$ cat src/rtl/i2s_pkg.sv
// Shared I2S definitions used by the transmit and receive blocks.
package i2s_pkg;

  // Default frame geometry: 32 bclk periods per half-frame, 24-bit samples.
  localparam int I2S_SLOT_WIDTH  = 32;
  localparam int I2S_DATA_WIDTH  = 24;
  localparam int I2S_FIFO_DEPTH  = 4;
  localparam int I2S_SYNC_STAGES = 2;

  // lrclk level identifying each channel.
  localparam logic I2S_CH_LEFT  = 1'b0;
  localparam logic I2S_CH_RIGHT = 1'b1;

  // Saturating increment of a slot bit counter.
  function automatic logic [7:0] i2s_sat_inc(input logic [7:0] cnt, input logic [7:0] max_cnt);
    return (cnt >= max_cnt) ? max_cnt : cnt + 8'd1;
  endfunction

endpackage

$ cat src/rtl/i2s_rx_stream_sync_fifo.sv
// First-word-fall-through synchronous FIFO with full/empty flags.
// A write into a full FIFO is accepted when a read happens in the same cycle.
module sync_fifo #(
  parameter int width = 25,
  parameter int depth = 4
) (
  input  logic             clk,
  input  logic             reset,
  input  logic             wr_en,
  input  logic [width-1:0] wr_data,
  input  logic             rd_en,
  output logic [width-1:0] rd_data,
  output logic             full,
  output logic             empty
);

  localparam int AW = (depth > 1) ? $clog2(depth) : 1;

  logic [width-1:0] mem_q [depth];
  logic [AW-1:0]    wr_ptr_q;
  logic [AW-1:0]    rd_ptr_q;
  logic [AW:0]      count_q;
  logic             wr_ok;
  logic             rd_ok;

  assign empty   = (count_q == '0);
  assign full    = (count_q == (AW+1)'(depth));
  assign rd_ok   = rd_en & ~empty;
  assign wr_ok   = wr_en & (~full | rd_ok);
  assign rd_data = mem_q[rd_ptr_q];

  // Storage array write port.
  // NOTE: the data array has no reset; stale contents are never visible because
  //       readers only look at it while the FIFO is non-empty.
  always_ff @(posedge clk) begin
    if (wr_ok) begin
      mem_q[wr_ptr_q] <= wr_data;
    end
  end

  // Read/write pointers and occupancy; depth is a power of two so pointers wrap naturally.
  always_ff @(posedge clk or posedge reset) begin
    if (reset) begin
      wr_ptr_q <= '0;
      rd_ptr_q <= '0;
      count_q  <= '0;
    end else begin
      if (wr_ok) begin
        wr_ptr_q <= wr_ptr_q + AW'(1);
      end
      if (rd_ok) begin
        rd_ptr_q <= rd_ptr_q + AW'(1);
      end
      case ({wr_ok, rd_ok})
        2'b10:   count_q <= count_q + (AW+1)'(1);
        2'b01:   count_q <= count_q - (AW+1)'(1);
        default: count_q <= count_q;
      endcase
    end
  end

endmodule

$ cat src/rtl/i2s_rx_stream.sv
// I2S receiver: oversamples bclk/lrclk/sdata on clk, deserializes each slot
// MSB-first after the one-bit I2S delay and streams {channel, sample} words
// out of a small FWFT FIFO with valid/ready handshaking.
module i2s_rx_stream
  import i2s_pkg::*;
#(
  parameter int data_width  = I2S_DATA_WIDTH,
  parameter int slot_width  = I2S_SLOT_WIDTH,
  parameter int fifo_depth  = I2S_FIFO_DEPTH,
  parameter int sync_stages = I2S_SYNC_STAGES
) (
  input  logic                         clk,
  input  logic                         reset,
  input  logic                         bclk,
  input  logic                         lrclk,
  input  logic                         sdata,
  output logic signed [data_width-1:0] m_tdata,
  output logic                         m_tchannel,
  output logic                         m_tvalid,
  input  logic                         m_tready,
  output logic                         overflow,
  input  logic                         ovf_clear
);

  localparam int CNT_W = $clog2(slot_width);
  localparam logic [CNT_W-1:0] CNT_MAX  = CNT_W'(slot_width - 1);
  localparam logic [CNT_W-1:0] CNT_DATA = CNT_W'(data_width);
  localparam logic [CNT_W-1:0] CNT_LAST = CNT_W'(data_width - 1);

  // Pin synchronizers: three parallel chains of equal depth keep the pins aligned.
  logic [sync_stages-1:0] bclk_sync_q;
  logic [sync_stages-1:0] lr_sync_q;
  logic [sync_stages-1:0] sd_sync_q;
  logic                   bclk_s;
  logic                   lr_s;
  logic                   sd_s;

  // Edge detection.
  logic bclk_prev_q;
  logic rise_q;

  // Deserializer state.
  logic [CNT_W-1:0]      bit_cnt_q, bit_cnt_d;
  logic                  lr_prev_q, lr_prev_d;
  logic                  locked_q, locked_d;
  logic [data_width-1:0] shift_q, shift_d;
  logic                  push_q, push_d;
  logic [data_width:0]   word_q, word_d;

  // FIFO side.
  logic [data_width:0] fifo_rd_data;
  logic                fifo_full;
  logic                fifo_empty;
  logic                pop;
  logic                drop;
  logic                overflow_q;

  assign bclk_s = bclk_sync_q[sync_stages-1];
  assign lr_s   = lr_sync_q[sync_stages-1];
  assign sd_s   = sd_sync_q[sync_stages-1];

  // Shift the raw pins through the synchronizer chains.
  // NOTE: every clocked block uses non-blocking assignments so all flops sample
  //       pre-edge values regardless of evaluation order.
  always_ff @(posedge clk or posedge reset) begin
    if (reset) begin
      bclk_sync_q <= '0;
      lr_sync_q   <= '0;
      sd_sync_q   <= '0;
    end else begin
      bclk_sync_q <= {bclk_sync_q[sync_stages-2:0], bclk};
      lr_sync_q   <= {lr_sync_q[sync_stages-2:0], lrclk};
      sd_sync_q   <= {sd_sync_q[sync_stages-2:0], sdata};
    end
  end

  // Register a one-cycle pulse for each synchronized bclk rising edge.
  always_ff @(posedge clk or posedge reset) begin
    if (reset) begin
      bclk_prev_q <= 1'b0;
      rise_q      <= 1'b0;
    end else begin
      bclk_prev_q <= bclk_s;
      rise_q      <= bclk_s & ~bclk_prev_q;
    end
  end

  // Next-state logic of the deserializer, evaluated only on a bclk rise.
  // NOTE: every variable gets its hold value first so no path leaves one
  //       unassigned, which would otherwise infer a latch.
  always_comb begin
    bit_cnt_d = bit_cnt_q;
    lr_prev_d = lr_prev_q;
    locked_d  = locked_q;
    shift_d   = shift_q;
    push_d    = 1'b0;
    word_d    = word_q;
    if (rise_q) begin
      if (lr_s != lr_prev_q) begin
        // Slot boundary: this bit is the I2S delay bit; any partial word is discarded.
        bit_cnt_d = '0;
        lr_prev_d = lr_s;
        locked_d  = 1'b1;
        shift_d   = '0;
      end else begin
        bit_cnt_d = (bit_cnt_q == CNT_MAX) ? CNT_MAX : bit_cnt_q + CNT_W'(1);
        // Counts 1..data_width carry sample bits; the rest of the slot is padding.
        if (bit_cnt_q < CNT_DATA) begin
          shift_d = {shift_q[data_width-2:0], sd_s};
          if (bit_cnt_q == CNT_LAST) begin
            push_d = locked_q;
            word_d = {lr_prev_q, shift_d};
          end
        end
      end
    end
  end

  // Deserializer registers; the completed word is handed to the FIFO one cycle later.
  always_ff @(posedge clk or posedge reset) begin
    if (reset) begin
      bit_cnt_q <= '0;
      lr_prev_q <= 1'b0;
      locked_q  <= 1'b0;
      shift_q   <= '0;
      push_q    <= 1'b0;
      word_q    <= '0;
    end else begin
      bit_cnt_q <= bit_cnt_d;
      lr_prev_q <= lr_prev_d;
      locked_q  <= locked_d;
      shift_q   <= shift_d;
      push_q    <= push_d;
      word_q    <= word_d;
    end
  end

  assign pop  = m_tvalid & m_tready;
  assign drop = push_q & fifo_full & ~pop;

  sync_fifo #(
    .width (data_width + 1),
    .depth (fifo_depth)
  ) u_fifo (
    .clk     (clk),
    .reset   (reset),
    .wr_en   (push_q),
    .wr_data (word_q),
    .rd_en   (pop),
    .rd_data (fifo_rd_data),
    .full    (fifo_full),
    .empty   (fifo_empty)
  );

  // Sticky overflow flag; a drop in the same cycle as a clear keeps it set.
  always_ff @(posedge clk or posedge reset) begin
    if (reset) begin
      overflow_q <= 1'b0;
    end else if (drop) begin
      overflow_q <= 1'b1;
    end else if (ovf_clear) begin
      overflow_q <= 1'b0;
    end
  end

  // FWFT outputs; forced to zero while empty so reset and idle both read as 0.
  assign m_tvalid   = ~fifo_empty;
  assign m_tdata    = fifo_empty ? '0 : fifo_rd_data[data_width-1:0];
  assign m_tchannel = fifo_empty ? I2S_CH_LEFT : fifo_rd_data[data_width];
  assign overflow   = overflow_q;

endmodule

$ cat config.mk
export PLATFORM = sky130hd
export DESIGN_NAME = i2s_rx_stream
export DESIGN_NICKNAME = d
export VERILOG_FILES = /design/src/rtl/i2s_pkg.sv /design/src/rtl/i2s_rx_stream_sync_fifo.sv /design/src/rtl/i2s_rx_stream.sv
export SDC_FILE = /design/constraint.sdc
export NUM_CORES = 1
export LEC_CHECK = 0
export CORE_UTILIZATION = 54
export CTS_CLUSTER_SIZE = 25
export DETAILED_ROUTE_END_ITERATION = 12
export PLACE_DENSITY = 0.73
export SETUP_SLACK_MARGIN = 0.4
export SLEW_MARGIN = 0
export SYNTH_ARGS = -nofsm -noshare
export SYNTH_HDL_FRONTEND = slang
export SYNTH_HIERARCHICAL = 1
export SYNTH_SLANG_ARGS = --single-unit
$ cat constraint.sdc
create_clock -name clk -period 2.26 [get_ports clk]
set_input_delay 0.452 -clock clk [delete_from_list [all_inputs] [get_ports clk]]
set_output_delay 0.452 -clock clk [all_outputs]
set_load 0.02 [all_outputs]
==> flow_metrics.env <==
export IMPL_status="finished, violations left"
export IMPL_violations="setup timing"
export IMPL_viasPerCell=5.522
export IMPL_nets=468
export IMPL_core_area_um2=12110
export IMPL_wl_um=12920
export IMPL_hold_buffers=0
export IMPL_synth_warnings=6
export IMPL_grt_use_total=0.2095
export IMPL_p_per_area_nw_per_um2=1076
export IMPL_synth_area_top_cells="edfxtp_1, dfrtp_1, mux4_2"
export IMPL_crit_fanout=6
export IMPL_yosys_area_top_type="edfxtp_1"
export IMPL_grt_start_max_net_pins=66
export IMPL_grt_pass1_vias=3657
export IMPL_reg2reg_from="u_fifo/count_q[0]$_DFFE_PP0P_"
export IMPL_clock_sinks=172
export IMPL_hold_viol_final=0
export IMPL_critical_path_arrival_ns=1.90
export IMPL_slowest_stage="mux4_2"
export IMPL_worstRegToRegCells=10
export IMPL_synthMuxAreaShare=0.1393
export IMPL_synth_edf_count=100
export IMPL_setup_ws_ns=-0.09691
export IMPL_wl_met3_um=322
export IMPL_postSynthCellCount=369
export IMPL_ys_flop_type="edfxtp_1"
export IMPL_path_buf_inv=3
export IMPL_syn_to_final_growth_pct=25.86
export IMPL_wl_per_cell_um=20.32
export IMPL_rsz0062_at_grt="true"
export IMPL_drv_slew=0
export IMPL_layout_common_cells="edfxtp_1, dfrtp_1, buf_4"
export IMPL_netlist_area_leader_share=0.4440
export IMPL_hp_start="bclk_sync_q[0]$_DFF_PP0_"
export IMPL_cp_cell_sequence="buf_12 > buf_12 > mux4_2 > nor2b_1 > buf_2"
export IMPL_wl_met2_um=6888
export IMPL_fmax_ghz=0.4243
export IMPL_die_y_um=113.9
export IMPL_die_area_um2=12980
export IMPL_setup_viol=25
export IMPL_numCtsBuffers=17
export IMPL_maxSlewHeadroom=0.6701
export IMPL_diodes=0
export IMPL_worstMarginPinSlew_ns=0.4949
export IMPL_top_layer="met4"
export IMPL_antenna_found_initial=0
export IMPL_num_rows=40
export IMPL_timing_hold_ws_ns=0.3482
export IMPL_rrSetupSlack_ns=0.12
export IMPL_start_util=0.5585
export IMPL_vias=3512
export IMPL_worstSetupPathType="reg -> out"
export IMPL_gp_congestion=0.7171
export IMPL_r2r_end="u_fifo/count_q[1]$_DFFE_PP0P_"
export IMPL_cp_end_kind="output pin"
export IMPL_mostFrequentLayoutCell="edfxtp_1"
export IMPL_fp_dieW_um=113.9
export IMPL_min_to="bclk_sync_q[1]$_DFF_PP0_"
export IMPL_max_stage_delay_ns=0.51
export IMPL_leakagePower_nw=3.436
export IMPL_grt_pass1_wl_um=19770
export IMPL_ys_types=46
export IMPL_synth_xor_area_frac=0.009064
export IMPL_synth_top_family_by_area="multiplexers"
export IMPL_drt_initial_drc_count=221
export IMPL_clk_pin_slew_ns=0.06
export IMPL_pin_count=34
export IMPL_ant_nets=0
export IMPL_critPathLaunchType="flop"
export IMPL_hpwl_um=6945
export IMPL_avgSynthCellArea_um2=18.33
export IMPL_synthSimpleGateAreaFrac=0.05124
export IMPL_wirelength_met1_um=5470
export IMPL_cpLargestDelayFamily="multiplexers"
export IMPL_clockRootBuffer="clkbuf_16"
export IMPL_cp_common_cell="buf_12"
export IMPL_overflow=0
export IMPL_drive_gt1_frac=0.4081
export IMPL_first_pass_iters=4
export IMPL_setup_tns_ns=-1.324
export IMPL_htree_num_levels=4
export IMPL_min_path_type="reg -> reg"
export IMPL_fin_crit_ns=2.357
export IMPL_fin_skew_ns=0.004621
export IMPL_synth_adder_area_share=0.01221
export IMPL_ys_ff_latch=172
export IMPL_layout_worst_path_cycle_share=1.043
export IMPL_synth_nets=382
export IMPL_ys_seq_area_frac=0.7103
export IMPL_cts_tree="done"
export IMPL_cap_violations=0
export IMPL_port_buffers=33
export IMPL_synth_compound_area_frac=0.05179
export IMPL_drc=0
export IMPL_clock_latency_ns=0.42
export IMPL_syn_area_um2=6764
export IMPL_worstPathRequired_ns=1.81
export IMPL_clock_path_buffers=2
export IMPL_ys_async_sr_fraction=0.4186
export IMPL_worstHoldPathCells=0
export IMPL_ir_drop_mv=0.6208
==> Yosys cell counts, drive strengths merged, types with 6 or more instances <==
master / count
nor2: 6
inv: 12
buf: 12
mux2: 27
nor2b: 28
edfxtp: 100
dfrtp: 72
mux4: 25
a22o: 23
clkbuf: 6
==> flip-flops by register name, indices dropped and copies added, names as in the netlist, 2 cells and up <==
register,cells
bclk_sync_q,2
bit_cnt_q,5
lr_sync_q,2
sd_sync_q,2
shift_q,23
u_fifo/count_q,3
u_fifo/mem_q,100
u_fifo/rd_ptr_q,2
u_fifo/wr_ptr_q,2
word_q,25
==> stage by stage <==
stage	area (um^2)	power [W]	utilization	std cells	setup slack (ns)
4_1_cts	8230	0.008778	0.6795	620	-0.07987
3_3_place_gp	7545	0.005753	0.6229	575	-0.09713
6_report	8513	0.009163	0.7029	636	-0.09691
3_5_place_dp	7545	0.005802	0.6229	575	-0.1936
5_1_grt	8513	0.009492	0.7029	636	-0.1453
2_1_floorplan	6798	0.004854	-	369	0.1993
==> cells by family after synthesis <==
logic type | Yosys count
AOI/OAI and AO/OA | 44
xor gates and xnor gates | 7
adders and majority gates | 6
buffers and inverters | 30
DFF | 172
muxes | 52
and+or+nand+nor | 58
==> metal layers <==
metal	global-route usage	up-vias
met5	0	-
met4	0.08658	0
met3	0.04304	20
met2	0.3527	67
met1	0.2676	1838
li1	-	1587
==> power breakdown <==
part	internal (W)	total [W]	switching (W)
registers	0.00337	0.00346	0.0000869
clock network	0.00166	0.00280	0.00115
logic	0.00153	0.00290	0.00137
==> worst max-delay path by stage <==
stage / start / to / slack [ns] / cells after the start
2_1_floorplan: u_fifo/count_q[2]$_DFFE_PP0P_ / u_fifo/count_q[2]$_DFFE_PP0P_ / 0.20 / 9
3_3_place_gp: m_tready / u_fifo/count_q[2]$_DFFE_PP0P_ / -0.1 / 8
3_5_place_dp: m_tready / u_fifo/count_q[2]$_DFFE_PP0P_ / -0.19 / 8
4_1_cts: u_fifo/rd_ptr_q[0]$_DFFE_PP0N_ / m_tdata[8] / -0.08 / 5
5_1_grt: u_fifo/rd_ptr_q[0]$_DFFE_PP0N_ / m_tdata[21] / -0.15 / 5
6_report: u_fifo/rd_ptr_q[0]$_DFFE_PP0N_ / m_tdata[21] / -0.1 / 5
==> area by class of cell <==
class                      instances  area (um^2)
fill                             740         3598
timing repair buffer              85        955.9
sequential                       172         4810
tap                              168        210.2
multi-input combinational        167         1902
clock inverter                     8        48.80
clock buffer                      24        535.5
inverter                          12        51.30
==> repair_timing <==
action,4_1_cts,5_1_grt
setup endpoints to repair,145,146
gates resized for setup,127,32
gates cloned,2,3
pin swaps,9,4
buffers inserted,11,13
Note: power is estimated with default switching activity, not from simulation.
==> edit, RTL diff (config.mk and constraints unchanged) <==
Register the output `overflow` once more, with the module's reset; this adds one clock of latency there. The other outputs are not delayed to match. Comments in the files are not updated.
--- a/src/rtl/i2s_rx_stream.sv
+++ b/src/rtl/i2s_rx_stream.sv
@@ -167,7 +167,13 @@
   assign m_tvalid   = ~fifo_empty;
   assign m_tdata    = fifo_empty ? '0 : fifo_rd_data[data_width-1:0];
   assign m_tchannel = fifo_empty ? I2S_CH_LEFT : fifo_rd_data[data_width];
-  assign overflow   = overflow_q;
+  always_ff @(posedge clk or posedge reset) begin
+    if (reset) begin
+      overflow <= '0;
+    end else begin
+      overflow <= overflow_q;
+    end
+  end
 
 endmodule
 
Function: no difference found for any inputs over 10 cycles, from zero or initial values and one cycle with reset high; that may be too few to reach the edited logic, so the function may still have changed.
==> edit against the original RTL <==
Synthesized area up 0.37%; sequential share of layout area fell by 0.45 points; core utilization grew 0.93 points; worst setup slack improved by 0.016 ns; global-route usage grew 0.39 points; cell area rose by 1.3%; the run still ends with setup timing left; sequential cell count increased by 1; wire length decreased by 1.0%; power grew 1.3%; cell count fell by 0.47%; clock skew up 0.0050 ns; worst hold slack worse by 0.0060 ns.
==> edit: results (changes against the original RTL) <==
Finish
  – Layout cells sized above 1: 0.419 (+0.0112)
  – NonClk Buf Share: 0.116 (+0.00419)
  – Sequential Area: 0.00483 mm^2 (+0.52%)
  – Seq Cell Count: 173 (+0.58%)
  – Multi-input logic area: 0.00194 mm^2 (+1.8%)
  – Final clock-cell share: 0.0679 (-0.000751)
  – Count of non-CTS buffers in the layout: 81 (-4.7%)
  – Clock buffers: 17 (-29%)
  – Layout Nets: 465 (-0.64%)

STA
  – Worst setup margin: -0.0807 ns (+0.0162 ns)
  – Measured slew at the worst slew-check pin: 0.613 ns (+0.118 ns)
  – Post-Route Skew: 0.00967 ns (+0.00504 ns)
  – Setup Viol. Count Final: 25 (unchanged)
  – Max Clk Rate: 427 MHz (+0.69%)

Placed design
  – Post-DP HPWL: 6990 um (+0.69%)
  – RePlAce Congestion: 0.736 (+2.6%)
  – I/O Buffers: 33 (unchanged)
  – Worst slack at placement: -0.0912 ns (+0.102 ns)

Synthesis
  – Synth Area in Compound Gates: 0.0516 (-0.000191)
  – Adder-Cell Fraction of Synth Area: 0.0122 (-0.0000450)
  – Sequential area share after synthesis: 0.711 (+0.00107)
  – Post-synthesis cell type count: 46 (unchanged)
  – Mux contribution to synthesized area: 0.139 (-0.000513)
  – Post-synth ARST share: 0.422 (+0.00336)
  – Synth top area cells: edfxtp_1 (44%), dfrtp_1 (27%), mux4_2 (8.3%)
  – Top post-synthesis cells by count: edfxtp_1 (100), dfrtp_1 (73), nor2b_1 (28)
  – Net Count, Synth: 383 (+0.26%)
  – XOR/XNOR Fraction of Synth Area: 0.00903 (-0.0000334)

Global route
  – GR Layer Usage met1: 0.284 (+0.0160)
  – Met3 Usage GRT: 0.0429 (-0.000159)
  – Gr usage total: 0.213 (+0.00387)
  – Largest net degree at the start of global routing: 27 (-59%)
  – First-pass GRT wire length: 19700 um (-0.17%)
  – Met2 usage: 0.348 (-0.00485)

Power and ir drop
  – Clock power share: 0.305 (about the same)
  – Internal power: 0.00647 W (-1.3%)
  – P_comb: 0.00300 W (+3%)
  – Worst vdd ir: 0.549 mV (-12%)
  – Total Power: 0.00928 W (+1.3%)
  – Pleak: 3.47 nW (+0.95%)

Critical path
  – Slowest stage delay, CP: 0.49 ns (-0.02 ns)
  – Top Family by Delay on Critical Path: multiplexers
  – CP Max Fanout: 5 (-1)
  – Worst r2r path cells: 10 (unchanged)

Routing
  – DR WL met3: 580 um (+80%)
  – DR top layer: met4
  – Vias per std cell: 5.51 (-0.27%)
  – DRT iter0 DRCs: 226 (+2.3%)
  – Met1 WL: 5420 um (-0.99%)
  – Routed WL per cell: 20.2 um (-0.53%)
  – Met2 wire len: 6580 um (-4.4%)
  – TritonRoute pass-1 iters: 5 (+1)

CTS
  – H-tree depth: 4 (unchanged)

Hold path
  – Worst min-delay path class: primary input to async pin

Outcome
  – Failing checks: setup timing
  – Outcome: complete, but fails checks
-- edit: cell types whose count changed after synthesis, sizes merged --
cell   change
dfrtp      +1
-- edit: timing repair --
action / CTS / global route
endpoints found under the setup margin: 149 / 134
pin swaps: 5 / 5
buffers inserted: 12 / 4
gates resized for setup: 138 / 42
gates cloned: 5 / 2
-- edit: worst paths after layout --
kind                                    start                  to  slack [ns]
setup / recovery           u_fifo/rd_ptr_q[0]         m_tdata[14]       -0.08
hold / removal                          reset  u_fifo/rd_ptr_q[1]        0.34
setup reg to reg            u_fifo/count_q[2]   u_fifo/count_q[1]        0.17
hold reg to reg                  sd_sync_q[0]        sd_sync_q[1]        0.35
max in group asynchronous               reset              rise_q        1.28
min in group clk                 sd_sync_q[0]        sd_sync_q[1]        0.35
-- edit: stage by stage --
step	instances	TNS, ns	cell area [um^2]
2_1_floorplan	370	0	6830
3_3_place_gp	578	-0.180	7570
3_5_place_dp	578	-0.321	7570
4_1_cts	627	-2.13	8390
5_1_grt	633	-2.57	8630
6_report	633	-1.34	8630
